==> config.mk <==
export PLATFORM = sky130hd
export DESIGN_NAME = mux8_tdm_tx
export DESIGN_NICKNAME = d
export VERILOG_FILES = /design/src/rtl/mux8_tdm_pkg.sv /design/src/rtl/mux8_tdm_next_ch.sv /design/src/rtl/mux8_tdm_tx.sv
export SDC_FILE = /design/constraint.sdc
export NUM_CORES = 1
export LEC_CHECK = 0
export BUFFER_PORTS_ARGS = -buffer_cell sky130_fd_sc_hd__buf_2
export CAP_MARGIN = 0
export CORE_AREA = 2 2 62 64
export CTS_CLUSTER_SIZE = 40
export DETAILED_ROUTE_END_ITERATION = 10
export DIE_AREA = 0 0 64 66
export GPL_TIMING_DRIVEN = 0
export PLACE_DENSITY = 0.76
export SLEW_MARGIN = 20
export SYNTH_ARGS = -nofsm -noshare
export SYNTH_HDL_FRONTEND = slang
export SYNTH_SLANG_ARGS = --single-unit
==> constraint.sdc <==
create_clock -name clk -period 3.42 [get_ports clk]
set_input_delay 0.684 -clock clk [delete_from_list [all_inputs] [get_ports clk]]
set_output_delay 0.684 -clock clk [all_outputs]
set_load 0.01 [all_outputs]
==> src/rtl/mux8_tdm_pkg.sv <==
// Shared types and constants for the 8-lane TDM transmitter.
package mux8_tdm_pkg;
  localparam int NUM_CH = 8;
  localparam int SEL_W  = 3;

  typedef enum logic {IDLE = 1'b0, SLOT = 1'b1} state_e;
endpackage

==> src/rtl/mux8_tdm_next_ch.sv <==
// Combinational search for the next enabled lane index in a channel mask.
module mux8_next_ch
  import mux8_tdm_pkg::*;
(
  input  logic [NUM_CH-1:0] mask,
  input  logic [SEL_W-1:0]  cur,
  input  logic              first,
  output logic [SEL_W-1:0]  nxt,
  output logic              found
);

  // Scan downward so the lowest qualifying index is the one left standing.
  always_comb begin
    nxt   = '0;
    found = 1'b0;
    for (int i = NUM_CH - 1; i >= 0; i--) begin
      if (mask[i] && (first || (i > int'(cur)))) begin
        nxt   = SEL_W'(i);
        found = 1'b1;
      end
    end
  end

endmodule

==> src/rtl/mux8_tdm_tx.sv <==
// Eight-lane time-division transmitter: serializes enabled lanes onto one line
// with a slot tag, holding each slot for DWELL cycles.
//   state | meaning
//   IDLE  | no frame in progress, outputs parked at 0, waiting for start
//   SLOT  | a lane is on the line; dwell counter runs toward DWELL-1
module mux8_tdm_tx
  import mux8_tdm_pkg::*;
#(
  parameter int DWELL = 1,
  parameter int CNT_W = 8
) (
  input  logic              clk,
  input  logic              rst,
  input  logic              start,
  input  logic              cont,
  input  logic [NUM_CH-1:0] ch_mask,
  input  logic              in1,
  input  logic              in2,
  input  logic              in3,
  input  logic              in4,
  input  logic              in5,
  input  logic              in6,
  input  logic              in7,
  input  logic              in8,
  output logic              out,
  output logic [SEL_W-1:0]  sel,
  output logic              valid,
  output logic              frame_start,
  output logic              busy
);

  state_e             state_q, state_d;
  logic [SEL_W-1:0]   sel_q, sel_d;
  logic               out_q, out_d;
  logic               valid_q, valid_d;
  logic               fs_q, fs_d;
  logic [NUM_CH-1:0]  mask_q, mask_d;
  logic [CNT_W-1:0]   cnt_q, cnt_d;

  logic [NUM_CH-1:0]  lanes;
  logic [SEL_W-1:0]   first_nxt, next_nxt;
  logic               first_found, next_found;
  logic               dwell_done;

  assign lanes      = {in8, in7, in6, in5, in4, in3, in2, in1};
  assign dwell_done = (cnt_q == CNT_W'(DWELL - 1));

  // First-slot search always looks at the live mask; next-slot uses the latched one.
  mux8_next_ch u_first (
    .mask  (ch_mask),
    .cur   ('0),
    .first (1'b1),
    .nxt   (first_nxt),
    .found (first_found)
  );

  mux8_next_ch u_next (
    .mask  (mask_q),
    .cur   (sel_q),
    .first (1'b0),
    .nxt   (next_nxt),
    .found (next_found)
  );

  always_ff @(posedge clk or posedge rst) begin
    if (rst) begin
      state_q <= IDLE;
      sel_q   <= '0;
      out_q   <= 1'b0;
      valid_q <= 1'b0;
      fs_q    <= 1'b0;
      mask_q  <= '0;
      cnt_q   <= '0;
    end else begin
      state_q <= state_d;
      sel_q   <= sel_d;
      out_q   <= out_d;
      valid_q <= valid_d;
      fs_q    <= fs_d;
      mask_q  <= mask_d;
      cnt_q   <= cnt_d;
    end
  end

  always_comb begin
    state_d = state_q;
    case (state_q)
      IDLE: if (start && first_found) state_d = SLOT;
      SLOT: if (dwell_done && !next_found && !(cont && first_found)) state_d = IDLE;
      default: state_d = IDLE;
    endcase
  end

  always_comb begin
    sel_d   = sel_q;
    out_d   = out_q;
    valid_d = valid_q;
    fs_d    = 1'b0;
    mask_d  = mask_q;
    cnt_d   = cnt_q;
    case (state_q)
      IDLE: begin
        if (start && first_found) begin
          mask_d  = ch_mask;
          sel_d   = first_nxt;
          out_d   = lanes[first_nxt];
          valid_d = 1'b1;
          fs_d    = 1'b1;
          cnt_d   = '0;
        end
      end
      SLOT: begin
        if (!dwell_done) begin
          cnt_d = cnt_q + 1'b1;
        end else if (next_found) begin
          sel_d = next_nxt;
          out_d = lanes[next_nxt];
          cnt_d = '0;
        end else if (cont && first_found) begin
          mask_d = ch_mask;
          sel_d  = first_nxt;
          out_d  = lanes[first_nxt];
          fs_d   = 1'b1;
          cnt_d  = '0;
        end else begin
          sel_d   = '0;
          out_d   = 1'b0;
          valid_d = 1'b0;
          cnt_d   = '0;
        end
      end
      default: begin
        sel_d   = '0;
        out_d   = 1'b0;
        valid_d = 1'b0;
        cnt_d   = '0;
      end
    endcase
  end

  assign out         = out_q;
  assign sel         = sel_q;
  assign valid       = valid_q;
  assign frame_start = fs_q;
  assign busy        = (state_q == SLOT);

endmodule
## Yosys cells after proc, flatten, opt, wreduce, memory -nomap -nowiden

Index checks and enable logic that the tools add are counted.
W data, S select, Z words.

- RAM bits: 0
- Latch bits: 0
- ROM bits: 0
- Output and inout port bits: 7
- Register bits: 23
- Input port bits: 20
- Memories kept: 0
- Word-level logic and storage cells: 104

- Multipliers: 0
- Add/subtract/negate cells: 1
- Mux-type cells: 64
- Bitwise gates (word level): 1
- Reduce and logical (&&, ||, !) cells: 17
- Magnitude comparators: 9
- Div/mod/pow operators: 0
- Shifts and indexed selects: 0
- Equal/unequal tests: 5

Operators by type and width:

| cell | number |
|---|---|
| $mux W3 | 19 |
| $mux W8 | 6 |
| $pmux W8 S2 | 2 |
| $mux W1 | 30 |
| $gt A3 B3 Y1 const A | 4 |
| $logic_and A1 B1 Y1 | 11 |
| $add A8 B1 Y8 const B | 1 |
| $logic_not A8 Y1 | 1 |
| $lt A3 B4 Y1 const B | 2 |
| $pmux W1 S2 | 4 |
| $reduce_and A4 Y1 | 2 |
| $bmux W1 S3 | 2 |
| $gt A2 B3 Y1 const A | 2 |
| $ne A2 B2 Y1 const B | 3 |
| $pmux W3 S2 | 1 |
| $ne A2 B1 Y1 const B | 2 |
| $gt A1 B3 Y1 const A | 1 |
| $logic_not A1 Y1 | 2 |
| $reduce_and A2 Y1 | 1 |
| $not A1 Y1 | 1 |

## Logic depth before layout (Yosys ltp)

Gate-level depths: netlist of run 1.

- Word-level depth: 14
- Mapped depth: 11
- Depth with buffers taken out: 9

## Hierarchy

A second synthesis of run 1 with hierarchy kept.

- Cell total of the unflattened synthesis: 183
- Area total of the unflattened synthesis: 1765.4 um^2

Modules (own cells, without submodules):

| module | cells an instance | times used | area each (um^2) | sequential area each (um^2) |
|---|---|---|---|---|
| mux8_tdm_tx | 107 | 1 | 1265.0 | 575.6 |
| mux8_next_ch | 38 | 2 | 250.2 | 0.0 |

## Least setup slack after synthesis of run 1

OpenSTA, ideal clock, no wires.

- Path kind: input -> register
- Start point: in ch_mask[7]
- End point: reg mask_q[7]
- Data arrival time: 2.214 ns
- Path slack: 1.081 ns
- Path buffers: 2
- Data required time: 3.295 ns
- Library setup time: 0.125 ns
- Cell stages on the path: 9
- Cells stage by stage: nor4_2 nand2_2 a21oi_4 nand2b_1 buf_4 nand2b_4 buf_6 inv_4 mux2_4

- Cells in the longest elaborated chain, start to end: 11
- Elaborated cells between the ends (all ways): 18
- Classes of those cells: eq/ne: 2; mux: 13; reduce/logical: 3

Ends and longest elaborated chain:

| what | line | RTL |
|---|---|---|
| from (decl) | mux8_tdm_tx.sv:16 | `input logic [NUM_CH-1:0] ch_mask,` |
| $mux W1 (8 in series) | mux8_tdm_next_ch.sv:17 | `if (mask[i] && (first \|\| (i > int'(cur)))) begin` |
| $logic_and A1 B1 Y1, on equally long branches | mux8_tdm_tx.sv:119, mux8_tdm_tx.sv:103 |  |
| $ne A2 B1 Y1 (no line) or $ne A2 B2 Y1 (tied branches) | - |  |
| $reduce_and A4 Y1 (no line) | - |  |
| to (signal assigned) | mux8_tdm_tx.sv:80 | `mask_q <= mask_d;` |
| to (decl) | mux8_tdm_tx.sv:37 | `logic [NUM_CH-1:0] mask_q, mask_d;` |

Parallel ways exist; a longest one is shown, timed or not. The select of a mux whose other input is x is not followed.
A chain may end at the register's enable or synchronous reset.

## Worst setup path after layout of run 1

Ends and elaborated chain as after synthesis.

==> results of run 1 <==
layout make-up:
cell class                      count  area [µm²]  area share [%]
Buffer                              5        32.5            1.81
Clock buffer                        3        22.5            1.25
Clock inverter                      1        30.0            1.67
Inverter                           14        55.1            3.06
Multi-Input combinational cell    131         921            51.1
Sequential cell                    22         551            30.6
Tap cell                           48        60.1            3.33
Timing Repair Buffer               26         130            7.22
routing by layer:
metal	vias to the layer above	share of wire, %
met5	-	0
met4	0	1.8
met3	7	3.1
met2	30	45
met1	685	50
li1	699	-
sequential cells by signal, indices dropped and copies added, names as in the netlist:
register / flops
out: 1
valid: 1
frame_start: 1
sel: 3
busy: 1
mask_q: 7
cnt_q: 8
worst min path at each step:
| stage | endpoint | cells after the start | start |
|---|---|---|---|
| 2_1_floorplan | mask_q[3] | 2 | mask_q[3] |
| 3_5_place_dp | valid | 1 | valid |
| 3_3_place_gp | valid | 1 | valid |
| 5_1_grt | sel[0] | 2 | rst |
| 6_report | mask_q[7] | 2 | rst |
| 4_1_cts | mask_q[7] | 2 | rst |
power by group through the flow:
stage | logic, W | clock network, W | registers, W
after floorplan | 0.000652 | 0 | 0.000443
after global placement | 0.000831 | 0 | 0.000448
after detailed placement | 0.000851 | 0 | 0.000451
after CTS | 0.000856 | 0.000209 | 0.000445
after global routing | 0.000948 | 0.000218 | 0.000462
final | 0.000862 | 0.000203 | 0.000448
cells in the mapped netlist, drive strengths merged (2+ instances only):
cell    count  area share [%]
a2111o      2             1.4
a211oi      4             1.9
a21boi      5             2.4
a21oi       6             2.6
a221oi      2             1.1
a22o        2             1.1
a31oi       3             1.2
and3        2            0.80
buf         4             1.8
dfrtp      22              35
ha          2             1.6
inv        14             3.5
mux2        7             6.3
mux2i       3             1.9
nand2      16             4.0
nand2b      9             4.1
nand3       4             1.3
nand4       2            0.80
nor2       10             2.4
nor2b       2            0.80
nor4        2             1.6
o21ai      23             7.4
o21bai      2            0.96
o22ai       2            0.80
o41ai       2             2.3
or4         2            0.96
critical path, cell delays in order:
cell and delay [ps]:
buf_2 140, nor4_2 440, nand2_2 180, a21oi_4 300, nand2b_1 140, buf_4 150, nand2b_4 130, buf_6 150
inv_4 50, mux2_4 280
per-stage QoR:
stage	instances	util, %
after floorplan	172	-
after global placement	246	49.3
after detailed placement	246	49.3
after CTS	250	50.7
after global routing	250	50.7
final	250	50.7
kinds of logic (layout without fill, tap and decap cells):
logic type | count (synthesis) | after routing
AO/OA/AOI/OAI | 64 | 64
AND/OR/NAND/NOR | 54 | 54
flip-flops | 22 | 22
buffers and inverters | 19 | 49
multiplexers | 10 | 10
adder cells (fa/ha/maj) | 2 | 2
XOR/XNOR | 1 | 1
==> impl_metrics.py, run 1 <==
metrics = {
    "setup_path": {
        "r2r_cells": 10,
        "worstSetupPathType": "in2reg",
        "crit_end": "mask_q[7]",
        "critPathRequiredTime_ps": 3640,
        "arrival_ps": 2650,
        "r2r_setup_slack_ps": 1030,
        "cp-end-kind": "flip-flop",
        "r2r-end": "mask_q[7]",
        "cp_max_fo": 10,
        "crit_path_start": "ch_mask[7]",
        "start_kind": "input pin",
        "r2r_start": "cnt_q[0]",
    },
    "clock_tree": {
        "clock_path_buffers": 2,
        "worstSkewPairLatency_ps": 320,
        "clkTransAtPathRegs_ps": 130,
        "cts_root_buffer": "clkbuf_4",
        "cts_setup_buffers": 0,
        "cts.htree.levels": 1,
        "cts_resized": 0,
        "cts_tree": "built",
        "cts_sinks": 22,
        "cts_buffers": 3,
        "postCtsHoldBufs": 0,
    },
    "yosys": {
        "ys.flop_type": "dfrtp_1",
        "synth_cell_types": 53,
        "synth_compound_area_share_pct": 29.4,
        "syn-instance-count": 172,
        "synth_area_mm2": 0.00156,
        "ys_ff_latch": 22,
        "synth_edf_count": 0,
        "async_flop_share_pct": 100,
        "synth_nets": 194,
        "yosys.area_share.simple_pct": 19.3,
        "syn_area_per_cell_um2": 9.06,
        "yosys_warnings": 0,
        "synth_top_family_by_area": "compound AO/OA/AOI/OAI gates",
        "synth_xor_area_share_pct": 0.562,
        "yosysSeqAreaShare_pct": 35.3,
        "synth_mux_area_share_pct": 8.19,
        "synth_fa_ha_area_share_pct": 1.61,
    },
    "timing": {
        "setup_viol": 0,
        "fin_crit_ps": 2420,
        "tns_ps": 0,
        "post-route-period-util_pct": 70.8,
        "worst_slack_ps": 998,
        "rsz0062_at_grt": "false",
        "timing.hold.ws_ps": 502,
        "fmaxAchievable_mhz": 413,
        "worstMarginPinSlew_ps": 827,
        "finalClockSkew_ps": 8.61,
        "drv_slew": 0,
        "slew_headroom_pct": 44.8,
        "hold_viol": 0,
    },
    "floorplan": {
        "floorplan.initialDensity_pct": 43.9,
        "dieArea_mm2": 0.00422,
        "die_h_um": 66,
        "die_width_um": 64,
        "fp.coreArea_mm2": 0.00355,
        "pin_count": 27,
        "row_count": 22,
    },
    "final_layout": {
        "n_fill_cell": 354,
        "layout.nets": 225,
        "syn2layout_area_growth_pct": 15.6,
        "antenna_cells": 0,
        "drive_gt1_share_pct": 24.3,
        "final_area_mm2": 0.00180,
        "final_common_cell": "buf_2",
        "final_cell_mix": "28 x buf_2, 22 x o21ai_0, 22 x dfrtp_1",
    },
    "power_and_ir_drop": {
        "internal_power_w": 0.000888,
        "p_per_area_mw_per_mm2": 840,
        "total_power_w": 0.00151,
        "p_seq_share_pct": 29.6,
        "p_comb_share_pct": 57.0,
        "p_switching_w": 0.000626,
        "ir_drop_mv": 0.502,
        "leakage_nw": 0.840,
        "p_sw_share_pct": 41.4,
        "clkPwrFrac_pct": 13.4,
    },
    "status": {
        "status": "completed",
    },
    "placed_design": {
        "dp_hpwl_mm": 2.72,
        "place_ws_ps": 666,
        "numPortBuffers": 26,
        "dpl_cell_area_mm2": 0.00175,
        "gp_congestion": 0.899,
    },
    "global_routing": {
        "use_met2_pct": 30.3,
        "grt_pass1_wl_mm": 6.45,
        "grt_use_met1_pct": 26.2,
        "grt_use_met3_pct": 1.87,
        "busiest_layer": "met2",
        "first_global_vias": 1428,
        "gr-total-overflow": 0,
        "track_usage_pct": 19.2,
        "grt_max_degree": 23,
        "antenna_found_initial": 0,
    },
    "routing": {
        "drt-pass1-iter-count": 4,
        "num_vias": 1421,
        "drc": 0,
        "first_iter_violations": 65,
        "wirelength_mm": 3.59,
        "viasPerCell": 5.68,
        "ant_nets": 0,
        "wire_per_inst_um": 14.4,
    },
    "run": {
        "max_cap_violations": 0,
    },
    "min_path": {
        "hold_class": "in2async",
    },
}
(Power assumes the default switching activity.)
==> run 2, diff against run 1 <==
Settings changed: PLACE_DENSITY 0.76 to 0.79.
Clock period 3.42 ns to 2 ns, I/O delays scaled along.
==> impl_metrics.py, run 2 (synthesis gave the netlist of run 1 again) <==
metrics = {
    "min_path": {
        "hold_class": "in2async",
    },
    "power_and_ir_drop": {
        "leakage_nw": 0.920,
        "p_per_area_mw_per_mm2": 1340,
        "ir_drop_mv": 0.878,
    },
    "clock_tree": {
        "clkTransAtPathRegs_ps": 130,
        "cts_tree": "built",
        "worstSkewPairLatency_ps": 310,
        "cts.htree.levels": 1,
        "cts_sinks": 22,
        "cts_root_buffer": "clkbuf_4",
        "cts_buffers": 3,
        "clock_path_buffers": 2,
        "postCtsHoldBufs": 0,
    },
    "floorplan": {
        "die_width_um": 64,
        "row_count": 22,
        "pin_count": 27,
        "die_h_um": 66,
        "fp.coreArea_mm2": 0.00355,
        "dieArea_mm2": 0.00422,
        "floorplan.initialDensity_pct": 43.9,
    },
    "global_routing": {
        "antenna_found_initial": 0,
        "grt_max_degree": 23,
        "gr-total-overflow": 0,
        "first_global_vias": 1368,
        "grt_pass1_wl_mm": 6.33,
        "track_usage_pct": 18.8,
    },
    "timing": {
        "tns_ps": -1270,
        "slew_headroom_pct": 43.3,
        "worst_slack_ps": -209,
        "fmaxAchievable_mhz": 453,
        "setup_viol": 13,
        "worstMarginPinSlew_ps": 849,
        "drv_slew": 0,
        "fin_crit_ps": 2210,
        "hold_viol": 0,
        "rsz0062_at_grt": "true",
        "finalClockSkew_ps": 5.20,
        "post-route-period-util_pct": 110,
    },
    "final_layout": {
        "final_common_cell": "buf_2",
        "largest_reg_flops": 8,
        "drive_gt1_share_pct": 36.0,
        "n_fill_cell": 320,
        "final_area_mm2": 0.00198,
        "final_cell_mix": "28 x buf_2, 21 x dfrtp_1, 14 x nand2_1",
        "syn2layout_area_growth_pct": 26.7,
        "regMostFlops": "cnt_q",
        "antenna_cells": 0,
        "layout.nets": 237,
    },
    "status": {
        "status": "finished with violations",
        "failed_checks": "negative setup slack",
    },
    "run": {
        "max_cap_violations": 0,
    },
    "routing": {
        "drt-pass1-iter-count": 4,
        "wirelength_mm": 3.98,
        "wire_per_inst_um": 15.2,
        "num_vias": 1528,
        "ant_nets": 0,
        "first_iter_violations": 91,
        "viasPerCell": 5.83,
        "drc": 0,
    },
    "placed_design": {
        "numPortBuffers": 26,
        "dpl_cell_area_mm2": 0.00175,
        "gp_congestion": 0.872,
        "dp_hpwl_mm": 2.70,
    },
    "setup_path": {
        "critPathRequiredTime_ps": 2200,
        "worstSetupPathType": "reg2reg",
        "cp_max_fo": 7,
        "cp-end-kind": "flip-flop",
        "arrival_ps": 2410,
        "start_kind": "flip-flop",
    },
}
run 2: worst paths after layout:
check                           start     endpoint  slack (ps)  cells past startpoint
max in group asynchronous         rst       sel[0]        1180                      2
hold reg to reg                 valid        valid         530                      1
setup reg to reg             cnt_q[1]    mask_q[7]        -210                      8
hold / removal                    rst  frame_start         240                      2
min in group clk           ch_mask[4]    mask_q[4]         380                      2
setup / recovery             cnt_q[1]    mask_q[7]        -210                      8
run 2: routing by layer:
layer / track usage (%) / wire, µm / part of all wire, % / up-vias
li1: - / - / - / 733
met1: 26.0 / 1750 / 44 / 752
met2: 31.3 / 2000 / 50 / 39
met3: 2.04 / 188 / 4.7 / 4
met4: 4.89 / 41 / 1.0 / 0
met5: 0 / 0 / 0 / -
run 2: repair_timing:
action	CTS	global route
buffers inserted	8	7
setup endpoints to repair	19	22
gates resized for setup	13	23
pin swaps	3	6
gates cloned	1	0
run 2: where the power goes:
part / internal, W / switching (W)
registers: 0.000599 / 0.000172
clock network: 0.000111 / 0.000140
logic: 0.000820 / 0.000814
total: 0.00153 / 0.00113
run 2: layout make-up:
class                   count  area (µm²)  share of cell area, %
plain buffers               3        25.0                   1.27
clock buffers               4        36.3                   1.84
inverters                  14        55.1                   2.79
multi-input cells         131        1000                   50.7
flip-flops and latches     22         552                   27.9
well taps                  48        60.1                   3.04
repair buffers             40         246                   12.5
run 2: worst max-delay path, cell delays in order, from the launching register on:
cell      delay [ps]
dfrtp_1          420
inv_2             80
ha_4             130
or4b_4           470
o41ai_4          240
nand2b_1         160
nand2b_4         220
inv_4             80
mux2_4           300
run 2: through the flow:
step                      instances  setup slack (ps)  power [W]  hold WS [ps]  util (%)
after detailed placement        246              -438    0.00221           507      49.4
after global routing            262              -276    0.00285           297      55.6
final                           262              -209    0.00266           240      55.6
after floorplan                 172              -250    0.00188           389         -
after global placement          246              -433    0.00219           500      49.4
after CTS                       258              -341    0.00251           267      52.5
